<file path="config.mk">
export PLATFORM = sky130hd
export DESIGN_NAME = uart_ctrl
export DESIGN_NICKNAME = d
export VERILOG_FILES = /design/src/rtl/uart_pkg.sv /design/src/rtl/uart_rx.sv /design/src/rtl/uart_ctrl.sv
export SDC_FILE = /design/constraint.sdc
export NUM_CORES = 1
export LEC_CHECK = 0
export ABC_AREA = 0
export BUFFER_PORTS_ARGS = -buffer_cell sky130_fd_sc_hd__buf_4
export CORE_UTILIZATION = 28
export CTS_CLUSTER_SIZE = 16
export DETAILED_ROUTE_END_ITERATION = 16
export MAX_ROUTING_LAYER = met4
export SETUP_SLACK_MARGIN = 0.3
export SLEW_MARGIN = 10
export SYNTH_ARGS = -nofsm -noshare
export SYNTH_HDL_FRONTEND = slang
export SYNTH_SLANG_ARGS = --single-unit
</file>
<file path="constraint.sdc">
create_clock -name clk -period 1.65 [get_ports clk]
set_input_delay 0.0825 -clock clk [delete_from_list [all_inputs] [get_ports clk]]
set_output_delay 0.0825 -clock clk [all_outputs]
set_load 0.02 [all_outputs]
</file>
<file path="src/rtl/uart_pkg.sv">
// Shared definitions for the loopback UART: state encodings, divisor helpers, frame width.
// Latency: n/a (types, constants and constant functions only).
// Backpressure: n/a.
package uart_pkg;

    localparam int DATA_BITS = 8;

    typedef enum logic [1:0] {
        TX_IDLE  = 2'd0,
        TX_START = 2'd1,
        TX_DATA  = 2'd2,
        TX_STOP  = 2'd3
    } tx_state_e;

    typedef enum logic [1:0] {
        RX_IDLE  = 2'd0,
        RX_START = 2'd1,
        RX_DATA  = 2'd2,
        RX_STOP  = 2'd3
    } rx_state_e;

    // Clocks per transmitted bit (truncating).
    function automatic int tx_div(input int clock_rate, input int baud_rate);
        return clock_rate / baud_rate;
    endfunction

    // Clocks per receiver sample tick (truncating).
    function automatic int rx_div(input int clock_rate, input int baud_rate, input int oversample);
        return clock_rate / (baud_rate * oversample);
    endfunction

    // Receiver bit time must stay within half a bit of the transmitter over a
    // 10-bit frame, and the oversample factor must be even and at least 8.
    function automatic bit rx_timing_ok(input int clock_rate, input int baud_rate, input int oversample);
        int tx;
        int rx;
        int err;
        tx  = tx_div(clock_rate, baud_rate);
        rx  = rx_div(clock_rate, baud_rate, oversample);
        err = tx - rx * oversample;
        if (err < 0) begin
            err = -err;
        end
        return (rx >= 1) && (oversample >= 8) && ((oversample % 2) == 0) && ((20 * err) < tx);
    endfunction

    // Counter width able to hold 0..n-1, never narrower than one bit.
    function automatic int cnt_width(input int n);
        return (n > 1) ? $clog2(n) : 1;
    endfunction

endpackage

</file>
<file path="src/rtl/uart_rx.sv">
// Oversampling 8N1 receiver: 2-flop synchronizer, restartable tick divider, framing FSM.
// Latency: o_rx_done rises half a stop bit after the stop-bit mid-sample (~10 bit times from start edge).
// Backpressure: none; o_rx_done is a single-cycle pulse and o_rx_byte holds until the next good frame.
module uart_rx
    import uart_pkg::*;
#(
    parameter int CLOCK_RATE    = 25000000,
    parameter int BAUD_RATE     = 9600,
    parameter int RX_OVERSAMPLE = 16
) (
    input  logic                 clk,
    input  logic                 rst,
    input  logic                 i_rx_line,
    output logic                 o_rx_done,
    output logic [DATA_BITS-1:0] o_rx_byte
);

    localparam int RX_DIV = rx_div(CLOCK_RATE, BAUD_RATE, RX_OVERSAMPLE);
    localparam int DIV_W  = cnt_width(RX_DIV);
    localparam int TICK_W = cnt_width(RX_OVERSAMPLE + RX_OVERSAMPLE / 2);
    localparam int BIT_W  = cnt_width(DATA_BITS);

    localparam logic [DIV_W-1:0]  DIV_LAST      = DIV_W'(RX_DIV - 1);
    localparam logic [TICK_W-1:0] HALF_LAST     = TICK_W'(RX_OVERSAMPLE / 2 - 1);
    localparam logic [TICK_W-1:0] FULL_LAST     = TICK_W'(RX_OVERSAMPLE - 1);
    localparam logic [TICK_W-1:0] STOP_END_LAST = TICK_W'(RX_OVERSAMPLE + RX_OVERSAMPLE / 2 - 1);
    localparam logic [BIT_W-1:0]  BIT_LAST      = BIT_W'(DATA_BITS - 1);

    logic [1:0]           sync_q, sync_d;
    rx_state_e            state_q, state_d;
    logic [DIV_W-1:0]     div_q, div_d;
    logic [TICK_W-1:0]    tick_cnt_q, tick_cnt_d;
    logic [BIT_W-1:0]     bit_q, bit_d;
    logic [DATA_BITS-1:0] shift_q, shift_d;
    logic [DATA_BITS-1:0] byte_q, byte_d;
    logic                 done_q, done_d;

    logic line;
    logic tick;

    assign line      = sync_q[1];
    assign tick      = (div_q == DIV_LAST);
    assign o_rx_done = done_q;
    assign o_rx_byte = byte_q;

    // Next-state logic: synchronizer shift, tick divider and framing FSM.
    always_comb begin
        sync_d     = {sync_q[0], i_rx_line};
        state_d    = state_q;
        div_d      = tick ? '0 : div_q + 1'b1;
        tick_cnt_d = tick_cnt_q;
        bit_d      = bit_q;
        shift_d    = shift_q;
        byte_d     = byte_q;
        done_d     = 1'b0;

        case (state_q)
            RX_IDLE: begin
                // Falling edge: realign the tick phase to the start edge.
                if (!line) begin
                    state_d    = RX_START;
                    div_d      = '0;
                    tick_cnt_d = '0;
                end
            end
            RX_START: begin
                if (tick) begin
                    if (tick_cnt_q == HALF_LAST) begin
                        tick_cnt_d = '0;
                        if (!line) begin
                            state_d = RX_DATA;
                            bit_d   = '0;
                        end else begin
                            state_d = RX_IDLE;
                        end
                    end else begin
                        tick_cnt_d = tick_cnt_q + 1'b1;
                    end
                end
            end
            RX_DATA: begin
                if (tick) begin
                    if (tick_cnt_q == FULL_LAST) begin
                        tick_cnt_d = '0;
                        shift_d    = {line, shift_q[DATA_BITS-1:1]};
                        if (bit_q == BIT_LAST) begin
                            state_d = RX_STOP;
                        end else begin
                            bit_d = bit_q + 1'b1;
                        end
                    end else begin
                        tick_cnt_d = tick_cnt_q + 1'b1;
                    end
                end
            end
            RX_STOP: begin
                // Mid-bit check first; a good stop bit is then ridden out to its end
                // so the next start edge cannot be mistaken for stop-bit time.
                if (tick) begin
                    if ((tick_cnt_q == FULL_LAST) && !line) begin
                        state_d    = RX_IDLE;
                        tick_cnt_d = '0;
                    end else if (tick_cnt_q == STOP_END_LAST) begin
                        state_d    = RX_IDLE;
                        tick_cnt_d = '0;
                        byte_d     = shift_q;
                        done_d     = 1'b1;
                    end else begin
                        tick_cnt_d = tick_cnt_q + 1'b1;
                    end
                end
            end
            default: begin
                state_d = RX_IDLE;
            end
        endcase
    end

    // Receiver state registers; synchronizer resets to the idle line level.
    always_ff @(posedge clk) begin
        if (rst) begin
            sync_q     <= 2'b11;
            state_q    <= RX_IDLE;
            div_q      <= '0;
            tick_cnt_q <= '0;
            bit_q      <= '0;
            shift_q    <= '0;
            byte_q     <= '0;
            done_q     <= 1'b0;
        end else begin
            sync_q     <= sync_d;
            state_q    <= state_d;
            div_q      <= div_d;
            tick_cnt_q <= tick_cnt_d;
            bit_q      <= bit_d;
            shift_q    <= shift_d;
            byte_q     <= byte_d;
            done_q     <= done_d;
        end
    end

endmodule

</file>
<file path="src/rtl/uart_ctrl.sv">
// Loopback UART: 8N1 transmitter whose line feeds the oversampling receiver directly.
// Latency: o_Rx_Done within ~10*TX_DIV+4 clocks of the accepting edge of i_Tx_Ready.
// Backpressure: i_Tx_Ready is accepted only when the transmitter is free; requests while busy are dropped.
module uart_ctrl
    import uart_pkg::*;
#(
    parameter int CLOCK_RATE    = 25000000,
    parameter int BAUD_RATE     = 9600,
    parameter int RX_OVERSAMPLE = 16
) (
    input  logic       clk,
    input  logic       reset_n,     // active-high synchronous reset despite the name
    input  logic [7:0] i_Tx_Byte,
    input  logic       i_Tx_Ready,
    output logic       o_Rx_Done,
    output logic [7:0] o_Rx_Byte,
    output logic       o_Tx_Data
);

    localparam int TX_DIV = tx_div(CLOCK_RATE, BAUD_RATE);
    localparam int CNT_W  = cnt_width(TX_DIV);
    localparam int BIT_W  = cnt_width(DATA_BITS);

    localparam logic [CNT_W-1:0] TX_LAST  = CNT_W'(TX_DIV - 1);
    localparam logic [BIT_W-1:0] BIT_LAST = BIT_W'(DATA_BITS - 1);

    if (!rx_timing_ok(CLOCK_RATE, BAUD_RATE, RX_OVERSAMPLE)) begin : g_bad_rx_timing
        $error("uart_ctrl: receiver timing unusable (oversample odd/<8, zero tick divisor, or >=1/2 bit drift per frame)");
    end

    tx_state_e            tx_state_q, tx_state_d;
    logic [CNT_W-1:0]     tx_cnt_q, tx_cnt_d;
    logic [BIT_W-1:0]     tx_bit_q, tx_bit_d;
    logic [DATA_BITS-1:0] tx_shift_q, tx_shift_d;
    logic                 tx_line_q, tx_line_d;

    logic bit_end;

    assign bit_end   = (tx_cnt_q == TX_LAST);
    assign o_Tx_Data = tx_line_q;

    // Transmit FSM: line level is registered alongside the state so each bit lasts exactly TX_DIV clocks.
    always_comb begin
        tx_state_d = tx_state_q;
        tx_cnt_d   = tx_cnt_q;
        tx_bit_d   = tx_bit_q;
        tx_shift_d = tx_shift_q;
        tx_line_d  = tx_line_q;

        case (tx_state_q)
            TX_IDLE: begin
                tx_line_d = 1'b1;
                if (i_Tx_Ready) begin
                    tx_state_d = TX_START;
                    tx_shift_d = i_Tx_Byte;
                    tx_cnt_d   = '0;
                    tx_line_d  = 1'b0;
                end
            end
            TX_START: begin
                if (bit_end) begin
                    tx_state_d = TX_DATA;
                    tx_cnt_d   = '0;
                    tx_bit_d   = '0;
                    tx_line_d  = tx_shift_q[0];
                end else begin
                    tx_cnt_d = tx_cnt_q + 1'b1;
                end
            end
            TX_DATA: begin
                if (bit_end) begin
                    tx_cnt_d = '0;
                    if (tx_bit_q == BIT_LAST) begin
                        tx_state_d = TX_STOP;
                        tx_line_d  = 1'b1;
                    end else begin
                        tx_bit_d   = tx_bit_q + 1'b1;
                        tx_shift_d = tx_shift_q >> 1;
                        tx_line_d  = tx_shift_q[1];
                    end
                end else begin
                    tx_cnt_d = tx_cnt_q + 1'b1;
                end
            end
            TX_STOP: begin
                // The final stop-bit clock doubles as the idle acceptance slot, so a
                // held request yields frames spaced exactly 10 bit times apart.
                if (bit_end) begin
                    tx_cnt_d = '0;
                    if (i_Tx_Ready) begin
                        tx_state_d = TX_START;
                        tx_shift_d = i_Tx_Byte;
                        tx_line_d  = 1'b0;
                    end else begin
                        tx_state_d = TX_IDLE;
                        tx_line_d  = 1'b1;
                    end
                end else begin
                    tx_cnt_d = tx_cnt_q + 1'b1;
                end
            end
            default: begin
                tx_state_d = TX_IDLE;
                tx_line_d  = 1'b1;
            end
        endcase
    end

    // Transmitter state registers; reset forces the line idle-high immediately.
    always_ff @(posedge clk) begin
        if (reset_n) begin
            tx_state_q <= TX_IDLE;
            tx_cnt_q   <= '0;
            tx_bit_q   <= '0;
            tx_shift_q <= '0;
            tx_line_q  <= 1'b1;
        end else begin
            tx_state_q <= tx_state_d;
            tx_cnt_q   <= tx_cnt_d;
            tx_bit_q   <= tx_bit_d;
            tx_shift_q <= tx_shift_d;
            tx_line_q  <= tx_line_d;
        end
    end

    uart_rx #(
        .CLOCK_RATE    (CLOCK_RATE),
        .BAUD_RATE     (BAUD_RATE),
        .RX_OVERSAMPLE (RX_OVERSAMPLE)
    ) u_rx (
        .clk       (clk),
        .rst       (reset_n),
        .i_rx_line (tx_line_q),
        .o_rx_done (o_Rx_Done),
        .o_rx_byte (o_Rx_Byte)
    );

endmodule

</file>
==> run summary <==
CP max FO: 5
smallest hold slack: 100 ps
Final min period: 1660 ps
total CTS buffers: 9
CTS Sinks: 63
Routed WL: 8.16 mm
Crit-path slowest cell: or4_4
FFs w/ async S/R, synth: 0
Tcrit/Tclk final: 1.00
Relative slew margins: 0.718
CTS tree: yes
max-cap violation count: 0
Max Fclk: 604 MHz
vias: 2888
GRT Resource Usage Total: 0.148
Synth cell types: 59
clk_lat worst skew: 350 ps
Critical Path Max Stage Delay: 460 ps
status: finished with violations
Cell Chain, Critical Path: inv_2, ha_4, nor3b_4, o211ai_1, or4_4, a21oi_2
clk buf depth: 2
synth warn: 0
syn nets: 368
DRT Pass-1 Iters: 4
Static Leak: 1.87 nW
Hold Vio Cnt, Final: 0
DIE WIDTH: 108 um
Pwr per Cell Area: 1220 nW/um^2
H-tree levels: 3
Initial Util: 0.289
Arr. time, crit path: 1940 ps
Port Buffers: 20
grt ovf: 0
HP Class: in -> reg
# setup viols final: 1
syn_area_per_cell: 9.16 um^2
sequential cell area fraction in the yosys report: 0.401
initial antenna violation count: 0
failing checks: setup timing
Crit. End Element: register
PnR worst setup slack: -5.84 ps
Vias/cell: 5.13
synthesized cell area: 3140 um^2
die area: 11700 um^2
Buf/Inv on CP: 1
clock root cell: clkbuf_8
nets@finish: 443
vias in the first global route: 2760
clock skew: 7.68 ps
RSZ-0062 raised after global routing: true
Post-DRT Antenna Nets: 0
kind of critical path: reg -> reg
core area: 10900 um^2
Die Y: 108 um
I/O Pins: 21
num rows: 38
Util after Layout: 0.440
pin count of the biggest net entering global routing: 34
WP data required: 1930 ps
initial DRC count: 125
share of layout cells above drive strength 1: 0.482
Largest delay share family, worst path: simple AND/OR/NAND/NOR gates
Pins Over Slew Limit: 0
# DRC: 0
P&R area growth vs syn: 52.4%
worst slew pin tran: 423 ps
gpl congestion: 0.797
Mapped Cells: 343
Worst setup SP type: register
Layout fillers: 1009
Detail Placement HPWL: 4.68 mm
Main synth FF type: dfxtp_1
ANT cells: 0
clock slew at reported path FFs: 70 ps
VDD IR max: 0.000726 V
first-pass GRT wire length: 13.2 mm
Routed WL per cell: 14.5 um
number of flops mapped to enable cells by yosys: 0
flops & latches, synth: 63
-- layout make-up --
type,count,area (um^2),area share
Sequential cell,63,1300,0.272
Clock inverter,5,80.1,0.0167
Inverter,9,43.8,0.00914
Clock buffer,11,151,0.0316
Timing Repair Buffer,80,701,0.146
Tap cell,140,175,0.0366
Multi-Input combinational cell,255,2340,0.488
-- report_power, final --
group	switching (W)	internal [W]
clock network	0.000624	0.000930
logic	0.00117	0.00124
registers	0.000178	0.00170
total	0.00197	0.00387
-- kinds of logic (layout without fill, tap and decap cells) --
logic type	after synthesis	in the layout	synth area share
XOR/XNOR	8	8	0.0223
multiplexers	24	24	0.0764
flip-flops	63	63	0.401
AND/OR/NAND/NOR	125	125	0.225
buffers and inverters	26	105	0.0358
adder cells (fa/ha/maj)	14	14	0.0557
AO/OA/AOI/OAI	83	84	0.184
-- per-layer routing --
layer  global-route usage  part of all wire  vias to the layer above
met4               0.0509             0.020                        0
met1                0.175              0.43                     1386
li1                     -                 -                     1427
met2                0.239              0.51                       59
met3               0.0440             0.038                       16
met5                    -                 0                        -
-- worst register-to-register path: stages, from the launching register on --
cell      delay [ps]
dfxtp_2          330
inv_2             60
ha_4             130
nor3b_4          270
o211ai_1         220
or4_4            460
a21oi_2          130
-- repair_timing --
item | CTS | global route
hold buffers | 1 | 0
endpoints found under the setup margin | 60 | 61
setup buffers | 27 | 12
cloned | 1 | 0
pin swaps | 46 | 37
resized for setup | 58 | 51
endpoints found under the hold margin | 1 | 0
-- layout by cell type, fill, tap and decap left out, types with 7 or more instances in the layout --
cell type / n
buf_4: 62
dfxtp_1: 42
nor2_1: 34
mux2i_1: 24
nand2_1: 16
dfxtp_2: 15
a21oi_1: 12
buf_6: 12
nand3_1: 11
ha_4: 11
clkbuf_8: 11
a21oi_2: 9
o211ai_1: 7
xor2_1: 7
-- path summary, 6_finish.rpt --
check                 startpoint              to  slack, ps  depth (start not counted)
setup / recovery   u_rx.div_q[1]   u_rx.bit_q[0]         -6                          6
hold / removal      i_Tx_Byte[3]   tx_shift_q[3]        100                          3
setup reg to reg   u_rx.div_q[1]   u_rx.bit_q[0]         -6                          6
hold reg to reg   u_rx.sync_q[0]  u_rx.sync_q[1]        430                          1
-- through the flow --
stage                     std cells  TNS [ps]  power, W  cell area (um^2)  setup WS, ps
after floorplan                 343         0   0.00299              3390           106
after global placement          506         0   0.00322              3760          44.9
after detailed placement        506     -19.7   0.00326              3760         -19.7
after CTS                       551         0   0.00532              4440          40.7
after global routing            563      -161   0.00615              4790         -60.4
final                           563     -5.84   0.00584              4790         -5.84
-- sequential cells by signal, summed over array words and instances (netlist names), named ones only --
register	count
tx_cnt_q	12
u_rx.shift_q	8
o_Tx_Data	1
tx_state_q	2
u_rx.state_q	1
tx_bit_q	3
u_rx.o_rx_byte	8
u_rx.sync_q	2
u_rx.bit_q	3
u_rx.tick_cnt_q	5
u_rx.o_rx_done	1
u_rx.div_q	8
tx_shift_q	8
-- synth_stat cells, types with 3 or more instances --
master    number  share of area
dfxtp_1       63           0.40
nand2_1       17          0.020
nor2b_1        4         0.0080
nand3b_1       3         0.0072
a211oi_1       3         0.0072
xor2_1         7          0.020
and2_1         3         0.0060
nor2_1        39          0.047
a21oi_1       26          0.041
a31oi_1        4         0.0080
mux2i_1       24          0.076
inv_1          9          0.011
and4_1         4          0.011
and3_1         3         0.0060
nand4_1        4         0.0080
clkbuf_1       8         0.0096
o21ai_0       10          0.016
nand3_1       13          0.021
buf_2          6         0.0096
a311oi_1      10          0.028
or3_1          4         0.0080
nor3_1         4         0.0064
nand2b_1       8          0.016
o22ai_1        3         0.0060
ha_1          14          0.056
o211ai_1       7          0.017
Power figures use the tool's default switching activity.
